<file path="src/rtl/fw_loader.sv">
// fw_loader: streams firmware bytes into 32-bit instruction words, writes them to ROM and holds the CPU in reset until done.
// Optional end-of-image checksum check is enabled by defining FW_LOADER_CHECKSUM_EN.
//
// state   | meaning
// IDLE    | waiting for start after reset
// COLLECT | accepting the 4 bytes of the next word (little-endian)
// WRITE   | one-cycle rom_we pulse for the assembled word
// CHECK   | accepting the 4-byte expected sum (checksum build only)
// DONE    | image loaded, CPU released unless the checksum failed
module fw_loader #(
  parameter int                    DATA_WIDTH    = 32,
  parameter int                    ADDR_WIDTH    = 32,
  parameter int                    FW_LENGTH     = 8,
  parameter int                    CMD_WIDTH     = 4,
  parameter logic [ADDR_WIDTH-1:0] START_ADDRESS = '0
) (
  input  logic                  clk,
  input  logic                  a_reset,
  input  logic                  start,
  input  logic                  byte_valid,
  input  logic [7:0]            byte_data,
  output logic                  byte_ready,
  output logic                  rom_we,
  output logic [ADDR_WIDTH-1:0] rom_address,
  output logic [DATA_WIDTH-1:0] rom_wdata,
  output logic                  cpu_reset_n,
  output logic                  done,
  output logic                  checksum_error
);

  localparam int                    WC_W      = (FW_LENGTH > 1) ? $clog2(FW_LENGTH) : 1;
  localparam logic [WC_W-1:0]       WC_LAST   = WC_W'(FW_LENGTH - 1);
  localparam logic [ADDR_WIDTH-1:0] ADDR_STEP = ADDR_WIDTH'(CMD_WIDTH);

`ifdef FW_LOADER_CHECKSUM_EN
  typedef enum logic [2:0] {S_IDLE, S_COLLECT, S_WRITE, S_CHECK, S_DONE} state_t;
`else
  typedef enum logic [2:0] {S_IDLE, S_COLLECT, S_WRITE, S_DONE} state_t;
`endif

  state_t                  state_q, state_d;
  logic [1:0]              byte_cnt_q, byte_cnt_d;
  logic [WC_W-1:0]         word_cnt_q, word_cnt_d;
  logic [ADDR_WIDTH-1:0]   addr_q, addr_d;
  logic [DATA_WIDTH-1:0]   word_q, word_d;
  logic [DATA_WIDTH-1:0]   word_asm;
  logic                    byte_ready_q, byte_ready_d;
  logic                    rom_we_q, rom_we_d;
  logic [ADDR_WIDTH-1:0]   rom_address_q, rom_address_d;
  logic [DATA_WIDTH-1:0]   rom_wdata_q, rom_wdata_d;
  logic                    cpu_reset_n_q, cpu_reset_n_d;
  logic                    done_q, done_d;
  logic                    accept;
`ifdef FW_LOADER_CHECKSUM_EN
  logic [DATA_WIDTH-1:0]   sum_q, sum_d;
  logic                    checksum_error_q, checksum_error_d;
`endif

  always_comb begin
    state_d       = state_q;
    byte_cnt_d    = byte_cnt_q;
    word_cnt_d    = word_cnt_q;
    addr_d        = addr_q;
    word_d        = word_q;
    rom_address_d = rom_address_q;
    rom_wdata_d   = rom_wdata_q;
    cpu_reset_n_d = cpu_reset_n_q;
    done_d        = done_q;
`ifdef FW_LOADER_CHECKSUM_EN
    sum_d            = sum_q;
    checksum_error_d = checksum_error_q;
`endif
    accept   = byte_valid && byte_ready_q;
    word_asm = word_q;
    word_asm[{byte_cnt_q, 3'b000} +: 8] = byte_data;

    case (state_q)
      S_IDLE, S_DONE: begin
        if (start) begin
          state_d       = S_COLLECT;
          byte_cnt_d    = '0;
          word_cnt_d    = '0;
          addr_d        = START_ADDRESS;
          done_d        = 1'b0;
          cpu_reset_n_d = 1'b0;
`ifdef FW_LOADER_CHECKSUM_EN
          sum_d            = '0;
          checksum_error_d = 1'b0;
`endif
        end
      end
      S_COLLECT: begin
        if (accept) begin
          word_d     = word_asm;
          byte_cnt_d = byte_cnt_q + 2'd1;
          if (byte_cnt_q == 2'd3) begin
            state_d       = S_WRITE;
            rom_address_d = addr_q;
            rom_wdata_d   = word_asm;
          end
        end
      end
      S_WRITE: begin
        addr_d = addr_q + ADDR_STEP;
`ifdef FW_LOADER_CHECKSUM_EN
        sum_d  = sum_q + rom_wdata_q;
`endif
        if (word_cnt_q == WC_LAST) begin
`ifdef FW_LOADER_CHECKSUM_EN
          state_d       = S_CHECK;
`else
          state_d       = S_DONE;
          done_d        = 1'b1;
          cpu_reset_n_d = 1'b1;
`endif
        end else begin
          word_cnt_d = word_cnt_q + 1'b1;
          state_d    = S_COLLECT;
        end
      end
`ifdef FW_LOADER_CHECKSUM_EN
      // The expected sum arrives after the image and is never written to ROM.
      S_CHECK: begin
        if (accept) begin
          word_d     = word_asm;
          byte_cnt_d = byte_cnt_q + 2'd1;
          if (byte_cnt_q == 2'd3) begin
            state_d          = S_DONE;
            done_d           = 1'b1;
            checksum_error_d = (word_asm != sum_q);
            cpu_reset_n_d    = (word_asm == sum_q);
          end
        end
      end
`endif
      default: state_d = S_IDLE;
    endcase

`ifdef FW_LOADER_CHECKSUM_EN
    byte_ready_d = (state_d == S_COLLECT) || (state_d == S_CHECK);
`else
    byte_ready_d = (state_d == S_COLLECT);
`endif
    rom_we_d = (state_d == S_WRITE);
  end

  always_ff @(posedge clk or posedge a_reset) begin
    if (a_reset) begin
      state_q       <= S_IDLE;
      byte_cnt_q    <= '0;
      word_cnt_q    <= '0;
      addr_q        <= '0;
      word_q        <= '0;
      byte_ready_q  <= 1'b0;
      rom_we_q      <= 1'b0;
      rom_address_q <= '0;
      rom_wdata_q   <= '0;
      cpu_reset_n_q <= 1'b0;
      done_q        <= 1'b0;
`ifdef FW_LOADER_CHECKSUM_EN
      sum_q            <= '0;
      checksum_error_q <= 1'b0;
`endif
    end else begin
      state_q       <= state_d;
      byte_cnt_q    <= byte_cnt_d;
      word_cnt_q    <= word_cnt_d;
      addr_q        <= addr_d;
      word_q        <= word_d;
      byte_ready_q  <= byte_ready_d;
      rom_we_q      <= rom_we_d;
      rom_address_q <= rom_address_d;
      rom_wdata_q   <= rom_wdata_d;
      cpu_reset_n_q <= cpu_reset_n_d;
      done_q        <= done_d;
`ifdef FW_LOADER_CHECKSUM_EN
      sum_q            <= sum_d;
      checksum_error_q <= checksum_error_d;
`endif
    end
  end

  assign byte_ready  = byte_ready_q;
  assign rom_we      = rom_we_q;
  assign rom_address = rom_address_q;
  assign rom_wdata   = rom_wdata_q;
  assign cpu_reset_n = cpu_reset_n_q;
  assign done        = done_q;
`ifdef FW_LOADER_CHECKSUM_EN
  assign checksum_error = checksum_error_q;
`else
  assign checksum_error = 1'b0;
`endif

endmodule

</file>
<file path="config.mk">
export PLATFORM = sky130hd
export DESIGN_NAME = fw_loader
export DESIGN_NICKNAME = d
export VERILOG_FILES = /design/src/rtl/fw_loader.sv
export SDC_FILE = /design/constraint.sdc
export NUM_CORES = 1
export LEC_CHECK = 0
export BUFFER_PORTS_ARGS = -buffer_cell sky130_fd_sc_hd__buf_4
export CORE_MARGIN = 1.5
export CORE_UTILIZATION = 40
export DETAILED_ROUTE_END_ITERATION = 8
export SLEW_MARGIN = 20
export SYNTH_ARGS = -nofsm -noshare
export SYNTH_HDL_FRONTEND = slang
export SYNTH_SLANG_ARGS = --single-unit
</file>
<file path="constraint.sdc">
create_clock -name clk -period 5.6 [get_ports clk]
set_input_delay 0.56 -clock clk [delete_from_list [all_inputs] [get_ports clk]]
set_output_delay 0.56 -clock clk [all_outputs]
set_load 0.05 [all_outputs]
</file>
==> results of run 1 <==
-- flip-flops by register name, indices dropped and copies added (netlist names) --
name and flops:
addr_q 30, byte_cnt_q 2, byte_ready 1, done 1
rom_address 30, rom_wdata 32, rom_we 1, state_q 3
word_cnt_q 3, word_q 32
-- layer usage --
layer / part of all wire (%) / global-route usage, %
met5: 0 / 0
met4: 1.2 / 7.55
met3: 4.1 / 4.81
met2: 47 / 26.9
met1: 47 / 23.8
-- final cells by class --
| cell class | count | area (um^2) |
|---|---|---|
| inverter | 8 | 32.5 |
| multi-input combinational | 363 | 2370 |
| timing repair buffer | 81 | 608 |
| clock buffer | 20 | 467 |
| tap | 184 | 230 |
| fill | 1301 | 7270 |
| sequential | 135 | 3380 |
| clock inverter | 12 | 174 |
-- how the worst min path moves through the flow --
| stage | startpoint | end | slack [ns] |
|---|---|---|---|
| finish | a_reset | rom_address[26] | 0.35 |
| global route | a_reset | rom_address[26] | 0.44 |
| CTS | a_reset | rom_wdata[3] | 0.39 |
| detailed placement | word_q[18] | word_q[18] | 0.47 |
| global placement | addr_q[31] | addr_q[31] | 0.47 |
| floorplan | addr_q[31] | addr_q[31] | 0.44 |
-- kinds of logic (layout without fill, tap and decap cells) --
kind of cell	Yosys count	in the layout	share of synthesized area (%)
simple gates	180	180	16.0
flops	135	135	56.9
buf+inv	43	121	3.35
mux	54	54	9.71
xor+xnor	1	1	0.148
other cells	1	4	0.0632
compound gates	115	115	11.9
fa+ha+maj	9	9	1.90
-- through the flow --
stage	instances	total power, W	worst slack [ns]	cell area (um^2)	hold slack, ns
final	803	0.00234	3.11	7260	0.346
after global routing	803	0.00241	2.88	7260	0.440
after CTS	803	0.00236	3.14	7260	0.394
after detailed placement	771	0.00116	3.20	6620	0.474
after global placement	771	0.00116	3.31	6620	0.465
after floorplan	541	0.00112	1.43	5950	0.441
-- critical path: cells and delay by family (launching register included) --
kind            cells  cell delay, ns
compound gates      1            0.20
flops               1            0.46
simple gates        3            1.19
buf+inv             1            0.19
fa+ha+maj           1            0.38
-- synth_stat cells (all sizes together) (2+ instances only) --
master | count | share of area [%]
a21oi | 35 | 2.9
a22o | 35 | 5.2
and2 | 5 | 0.53
and3 | 5 | 0.53
buf | 23 | 2.1
clkbuf | 12 | 0.76
dfrtp | 135 | 57
ha | 9 | 1.9
inv | 8 | 0.51
mux2 | 29 | 5.5
mux2i | 25 | 4.2
nand2 | 78 | 4.9
nand3 | 18 | 1.5
nand4 | 14 | 1.5
nor2 | 4 | 0.25
nor2b | 35 | 3.7
nor3 | 6 | 0.51
nor3b | 2 | 0.34
nor4 | 4 | 0.78
o21ai | 44 | 3.7
-- power by group through the flow --
| stage | clock [W] | combinational, W | sequential, W |
|---|---|---|---|
| floorplan | 0 | 0.0000890 | 0.00104 |
| global placement | 0 | 0.000126 | 0.00103 |
| detailed placement | 0 | 0.000130 | 0.00103 |
| CTS | 0.00121 | 0.000131 | 0.00102 |
| global route | 0.00125 | 0.000145 | 0.00102 |
| finish | 0.00119 | 0.000130 | 0.00102 |
==> results.tsv, run 1 <==
metric	value	unit
netlist_instances	538	
cts_buffer_depth	2	
hold_violations	0	
cts_tree	built	
post-route-drc-count	0	
final_common_cell	dfrtp_1	
worst_slew_pin_slew	0.938	ns
timing.setup.tns	0	ns
cp-end-kind	flop	
drt.antenna.violating_nets	0	
start_util	40.9	%
pwr-share-clk	50.8	%
r2r_start	byte_cnt_q[0]	
io_pins	81	
leakage	3.62	nW
cp.required	5.95	ns
synthToLayoutAreaGrowth	22.3	%
crit_arrival	2.83	ns
cp_max_fo	10	
grt_pass1_wl	21.9	mm
synth-seq-cells	135	
powerDensity	321	mW/mm^2
drt_iter0_markers	264	
die_y	125	um
synth-edff-count	0	
numCtsBuffers	17	
r2r-end	word_q[4]	
max_slew_margin	37.2	%
wirelength	12.8	mm
drv_cap	0	
antenna_found_initial	0	
p_switching	0.000513	W
start_kind	flop	
cp_slowest_cell	nor3_1	
drive_gt1_share	24.2	%
wl_per_cell	15.9	um
core_area	0.0145	mm^2
num-nets-final	627	
hpwl	8.58	mm
startpoint	byte_cnt_q[0]	
finClkSkew	0.00502	ns
max_freq	402	MHz
grt_pass1_vias	4315	
numPortBuffers	77	
cts_hold_buffers	0	
r2r_slack	3.11	ns
rows	44	
chipWidth	125	um
track_usage	17.7	%
avgSynthCellArea	11.0	um^2
swShare	21.9	%
synthesis.area	0.00594	mm^2
drv_slew	0	
post-route-util	50.0	%
peakVddDrop	249	uV
yosys_warnings	0	
path_class	reg -> reg	
firstDrtPassIters	4	
p_int	0.00182	W
cts.sinks	135	
postCtsSetupRepairBufs	0	
p_seq_share	43.6	%
holdCritPathClass	in -> async	
ys_seq_area_share	56.9	%
grt_max_degree	76	
insertion_delay	0.41	ns
antenna_cells	0	
period_share	44.4	%
setup-violations-final	0	
cts_resized	0	
synth_flop_cell	dfrtp_1	
layout_common_cells	dfrtp_1, buf_4, nand2_1, o21ai_0	
ys_async_sr_fraction	100	%
p_comb_share	5.6	%
grt.overflow.total	0	
final.min_clock_period	2.49	ns
vias_per_cell	5.24	
critical-path-max-stage-delay	0.71	ns
ctsRootBufferMaster	clkbuf_16	
die_area	0.0156	mm^2
h-tree-depth	4	
reg2reg_depth	6	
yosys.cell_types.count	38	
clk_pin_slew	0.06	ns
rsz0062_at_grt	no	
vias	4209	
status	complete, no violations	
cp_cell_sequence	inv_1 > ha_1 > nand2_1 > nor3_1 > and2_1 > a22o_1	
routabilityCongestion	0.759	
critical_path.endpoint	word_q[4]	
Power figures use the tool's default switching activity.
==> run 2, diff against run 1 <==
ABC_AREA = 1   (was default)
clock period = 2.4 ns   (was 5.6 ns; I/O delays follow)
==> results.tsv, run 2 <==
metric	value	unit	change
cts_buffer_depth	2		unchanged
synth-seq-cells	135		unchanged
max_freq	537	MHz	was 402 MHz
worst_slew_pin_slew	0.727	ns	was 0.938 ns
dpl.cell_count	1067		was 771
hold_violations	0		unchanged
synth-simple-area-share	26.4	%	was 16.0%
critical-path-max-stage-delay	0.40	ns	was 0.71 ns
start_util	41.3	%	was 40.9%
io_pins	81		unchanged
synth.largest_area_cell	dfrtp_1		unchanged
dpl_worst_slack	0.582	ns	was 3.20 ns
top_layer	met4		unchanged
synth_flop_cell	dfrtp_1		unchanged
p_int	0.00483	W	was 0.00182 W
r2r-end	rom_wdata[31]		was word_q[4]
numCtsBuffers	17		unchanged
drive_gt1_share	14.9	%	was 24.2%
avgSynthCellArea	7.94	um^2	was 11.0 um^2
timing.setup.tns	0	ns	unchanged
setup_slack	0.538	ns	was 3.11 ns
start_kind	flop		unchanged
drv_cap	0		unchanged
layout_common_cells	nand2_1, dfrtp_1, inv_1, buf_4, o21ai_0		was dfrtp_1, buf_4, nand2_1, o21ai_0
cts_resized	0		unchanged
setup-violations-final	0		unchanged
yosys_warnings	0		unchanged
cp_slowest_cell	ha_1		was nor3_1
synth_top_family_by_area	simple AND/OR/NAND/NOR gates		unchanged
antenna_cells	0		unchanged
antenna_found_initial	0		unchanged
rsz0062_at_grt	no		unchanged
yosys.cell_types.count	28		was 38
cp_cell_sequence	buf_4 > ha_1 > nand3_1 > o22ai_1 > nand2_1 > o21ai_0		was inv_1 > ha_1 > nand2_1 > nor3_1 > and2_1 > a22o_1
pwr-share-clk	41.9	%	was 50.8%
swShare	28.6	%	was 21.9%
synth_most_common_cell	nand2_1		was dfrtp_1
synth-edff-count	0		unchanged
max_slew_margin	51.5	%	was 37.2%
die_y	129	um	was 125 um
p_switching	0.00193	W	was 0.000513 W
synthesis.area	0.00632	mm^2	was 0.00594 mm^2
peakVddDrop	559	uV	was 249 uV
h-tree-depth	4		unchanged
p_seq_share	40.2	%	was 43.6%
path_class	reg -> reg		unchanged
drt_iter0_markers	357		was 264
firstDrtPassIters	4		unchanged
ctsRootBufferMaster	clkbuf_16		unchanged
ys_async_sr_fraction	100	%	unchanged
grt_pass1_wl	25.7	mm	was 21.9 mm
wirelength	15.4	mm	was 12.8 mm
cp_max_fo	10		unchanged
holdCritPathClass	in -> async		unchanged
ys_top_cells_by_area	dfrtp_1, nand2_1, inv_1		was dfrtp_1, mux2_2, a22o_1
cts.sinks	135		unchanged
routabilityCongestion	0.811		was 0.759
wl_met1	7.10	mm	was 6.04 mm
r2r_start	byte_cnt_q[0]		unchanged
wl_met2	7.48	mm	was 6.07 mm
clk_pin_slew	0.06	ns	about the same
cts_hold_buffers	0		unchanged
track_usage	20.1	%	was 17.7%
post-route-drc-count	0		unchanged
cp.required	2.74	ns	was 5.95 ns
netlist_instances	796		was 538
rows	45		was 44
insertion_delay	0.42	ns	was 0.41 ns
final.min_clock_period	1.86	ns	was 2.49 ns
netlist_top_cells_count	nand2_1, dfrtp_1, inv_1, o21ai_0, nor2_1		was dfrtp_1, nand2_1, o21ai_0
leakage	3.94	nW	was 3.62 nW
powerDensity	873	mW/mm^2	was 321 mW/mm^2
cp-end-kind	flop		unchanged
final_common_cell	nand2_1		was dfrtp_1
wl_met3	632	um	was 525 um
wl_per_cell	14.0	um	was 15.9 um
chipWidth	129	um	was 125 um
core_area	0.0153	mm^2	was 0.0145 mm^2
drv_slew	0		unchanged
cts_tree	built		unchanged
synth_adder_area_share	1.78	%	was 1.90%
ys_seq_area_share	53.5	%	was 56.9%
crit_arrival	2.20	ns	was 2.83 ns
final_cells	1099		was 803
p_comb_share	17.8	%	was 5.6%
finClkSkew	0.00652	ns	was 0.00502 ns
synthMuxAreaShare	0	%	was 9.71%
cp_top_family	simple AND/OR/NAND/NOR gates		unchanged
reg2reg_depth	6		unchanged
grt_max_degree	136		was 76
post-route-util	50.6	%	was 50.0%
num-nets-final	896		was 627
period_share	77.6	%	was 44.4%
synth-xor-area-share	0.139	%	was 0.147%
status	complete, no violations		unchanged
hpwl	10.6	mm	was 8.58 mm
r2r_slack	0.54	ns	was 3.11 ns
drt.antenna.violating_nets	0		unchanged
numPortBuffers	77		unchanged
postCtsSetupRepairBufs	0		unchanged
grt.overflow.total	0		unchanged
worst-path-buf-inv	1		unchanged
synthToLayoutAreaGrowth	22.6	%	was 22.3%
vias_per_cell	4.79		was 5.24
vias	5266		was 4,209
synth_compound_area_share	9.80	%	was 11.9%
synth_top_area_share	53.5	%	was 56.9%
hold_ws	0.0285	ns	was 0.346 ns
grt_pass1_vias	5100		was 4,315
die_area	0.0166	mm^2	was 0.0156 mm^2
run 2: cell count changes after synthesis, sizes merged, moves of 29 or more:
cell and delta:
a22o -35, inv +88, nor2b -35, nor2 +46, mux2 -29, nand2 +232, o22ai +33
run 2: worst max-delay path by stage:
stage / end / start / depth (start not counted)
2_1_floorplan: addr_q[10] / a_reset / 1
3_3_place_gp: word_q[13] / byte_cnt_q[1] / 6
3_5_place_dp: word_q[13] / byte_cnt_q[1] / 6
4_1_cts: word_q[2] / byte_cnt_q[0] / 7
5_1_grt: word_q[13] / byte_cnt_q[1] / 6
6_report: rom_wdata[31] / byte_cnt_q[0] / 6
run 2: cell families after synthesis:
logic type	Yosys count
simple gates	412
other cells	1
fa+ha+maj	9
compound gates	112
xor+xnor	1
flops	135
buf+inv	126
run 2: tightest hold or removal path, stage by stage:
cell and delay [ns]:
buf_4 0.12, clkinvlp_4 0.07, buf_12 0.51
run 2: power by group through the flow:
stage / registers (W) / clock network [W] / logic [W]
floorplan: 0.00293 / 0 / 0.000708
global placement: 0.00275 / 0 / 0.00119
detailed placement: 0.00276 / 0 / 0.00120
CTS: 0.00272 / 0.00288 / 0.00121
global route: 0.00276 / 0.00297 / 0.00135
finish: 0.00272 / 0.00284 / 0.00121
run 2: through the flow:
step	instance area (um^2)	total power (W)
CTS	7750	0.00682
finish	7750	0.00676
floorplan	6330	0.00363
global placement	7110	0.00394
detailed placement	7110	0.00396
global route	7750	0.00708
run 2: final cells by class:
type	instances	area, um^2
Tap cell	211	264
Inverter	96	364
Fill cell	1554	7570
Clock inverter	11	170
Clock buffer	21	470
Sequential cell	135	3380
Timing Repair Buffer	87	678
Multi-Input combinational cell	538	2420
run 2: metal layers:
layer  vias to the layer above  GRT usage [%]
met3                        16           5.11
met1                      2478           26.2
met5                         -              0
met2                       111           33.1
li1                       2661              -
met4                         0           6.35
==> run 3, diff against run 2 <==
ABC_AREA = 0   (was 1)
clock period = 1.7 ns   (was 2.4 ns; I/O delays follow)
==> results.tsv, run 3 (synthesis results as in run 1) <==
metric	value	unit	change
firstDrtPassIters	5		was 4
routabilityCongestion	0.783		was 0.811
cts_tree	built		unchanged
p_comb_share	7.9	%	was 17.8%
crit_arrival	2.03	ns	was 2.20 ns
setup-violations-final	3		was 0
finClkSkew	0.0105	ns	was 0.00652 ns
hold_ws	0.0852	ns	was 0.0285 ns
wl_met3	439	um	was 632 um
rsz0062_at_grt	yes		was no
h-tree-depth	4		unchanged
cp_max_fo	8		was 10
top_layer	met4		unchanged
pwr-share-clk	47.0	%	was 41.9%
cp-end-kind	flop		unchanged
r2r_slack	-0.03	ns	was 0.54 ns
hpwl	8.61	mm	was 10.6 mm
cp_cell_sequence	nor3b_4 > nand4_1 > buf_6 > clkbuf_16 > mux2_4		was buf_4 > ha_1 > nand3_1 > o22ai_1 > nand2_1 > o21ai_0
worst-path-buf-inv	2		was 1
clk_pin_slew	0.06	ns	about the same
p_seq_share	45.0	%	was 40.2%
hold_violations	0		unchanged
io_pins	81		unchanged
layout_common_cells	dfrtp_1, buf_4, nand2_1, o21ai_0		was nand2_1, dfrtp_1, inv_1, buf_4, o21ai_0
numCtsBuffers	17		unchanged
core_area	0.0145	mm^2	was 0.0153 mm^2
start_kind	flop		unchanged
critical-path-max-stage-delay	0.45	ns	was 0.40 ns
powerDensity	949	mW/mm^2	was 873 mW/mm^2
start_util	40.9	%	was 41.3%
leakage	3.92	nW	was 3.94 nW
drv_cap	0		unchanged
p_int	0.00561	W	was 0.00483 W
numPortBuffers	77		unchanged
synthToLayoutAreaGrowth	31.8	%	was 22.6%
post-route-util	53.8	%	was 50.6%
holdCritPathClass	in -> reg		was in -> async
wl_per_cell	15.6	um	was 14.0 um
cp_slowest_cell	dfrtp_2		was ha_1
final.min_clock_period	1.73	ns	was 1.86 ns
track_usage	17.4	%	was 20.1%
drive_gt1_share	32.6	%	was 14.9%
grt.overflow.total	0		unchanged
ctsRootBufferMaster	clkbuf_16		unchanged
antenna_found_initial	0		unchanged
cts.sinks	135		unchanged
drv_slew	0		unchanged
grt_pass1_wl	21.7	mm	was 25.7 mm
grt_max_degree	84		was 136
antenna_cells	0		unchanged
path_class	reg -> reg		unchanged
wl_met2	6.46	mm	was 7.48 mm
setup_slack	-0.0265	ns	was 0.538 ns
rows	44		was 45
p_switching	0.00181	W	was 0.00193 W
whs_path_depth	2		
drt_iter0_markers	289		was 357
post-route-drc-count	0		unchanged
vias	4356		was 5,266
grt_pass1_vias	4222		was 5,100
period_share	102	%	was 77.6%
wirelength	13.3	mm	was 15.4 mm
final_common_cell	dfrtp_1		was nand2_1
drt.antenna.violating_nets	0		unchanged
chipWidth	125	um	was 129 um
swShare	24.4	%	was 28.6%
num-nets-final	676		was 896
violations	negative setup slack		
reg2reg_depth	5		was 6
die_area	0.0156	mm^2	was 0.0166 mm^2
vias_per_cell	5.11		was 4.79
max_freq	579	MHz	was 537 MHz
cp.required	2.01	ns	was 2.74 ns
dpl_worst_slack	-0.0418	ns	was 0.582 ns
cp.depth	5		was 6
cts_buffer_depth	2		unchanged
die_y	125	um	was 129 um
cp_top_family	simple AND/OR/NAND/NOR gates		unchanged
insertion_delay	0.42	ns	about the same
wl_met1	6.30	mm	was 7.10 mm
status	complete, but fails checks		was complete, no violations
peakVddDrop	676	uV	was 559 uV
[run 3: changes by cell type in the layout (fill, tap and decap cells not counted), moves of 33 or more]
cell     before  now
nand2_1     308   74
inv_1        92    5
nor2_1       46    4
a22o_1        0   35
nor2b_1       0   35
o22ai_1      33    0
[run 3: power groups by stage]
stage / Sequential (W) / Clock (W) / Combinational (W)
after floorplan: 0.00341 / 0 / 0.000335
after global placement: 0.00340 / 0 / 0.000537
after detailed placement: 0.00340 / 0 / 0.000551
after CTS: 0.00334 / 0.00358 / 0.000554
after global routing: 0.00335 / 0.00372 / 0.000651
final: 0.00334 / 0.00349 / 0.000589
[run 3: area by class of cell]
type / instances / area (um^2)
clock inverter: 13 / 121
multi-input combinational: 363 / 2520
fill: 1295 / 6710
clock buffer: 19 / 443
tap: 184 / 230
timing repair buffer: 130 / 1090
inverter: 8 / 36.3
sequential: 135 / 3380
[run 3: path summary, 6_finish.rpt]
kind / start / endpoint
worst max-delay path: state_q[2] / rom_address[19]
worst min-delay path: byte_data[4] / word_q[12]
worst max register to register: state_q[2] / rom_address[19]
worst min register to register: addr_q[31] / addr_q[31]
max in group asynchronous: a_reset / rom_wdata[5]
min in group asynchronous: a_reset / word_q[29]
[run 3: per-layer routing]
| metal | up-vias | global-route usage, % |
|---|---|---|
| li1 | 2129 | - |
| met5 | - | 0 |
| met3 | 11 | 5.03 |
| met2 | 78 | 27.2 |
| met1 | 2138 | 23.5 |
| met4 | 0 | 5.61 |
[run 3: timing repair]
| item | in CTS | in global routing |
|---|---|---|
| cloned | 0 | 2 |
| endpoints found under the setup margin | 32 | 113 |
| pin swaps | 0 | 6 |
| hold buffers | 1 | 0 |
| gates resized for setup | 5 | 32 |
| hold endpoints to repair | 135 | 0 |
| buffers inserted | 0 | 13 |
[run 3: worst reg2reg max path, delay by kind of cell (launching register included)]
family | cells | cell delay, ns
AND/OR/NAND/NOR | 2 | 0.49
multiplexers | 1 | 0.30
buffers and inverters | 2 | 0.39
flip-flops | 1 | 0.45
[run 3: metrics by stage]
stage	setup TNS (ns)	power [W]	cells	area [um^2]
floorplan	-22.45	0.00375	541	6020
global placement	-0.0802	0.00393	804	6990
detailed placement	-0.468	0.00395	804	6990
CTS	0	0.00748	837	7570
global route	-1.75	0.00772	852	7820
finish	-0.0313	0.00743	852	7820
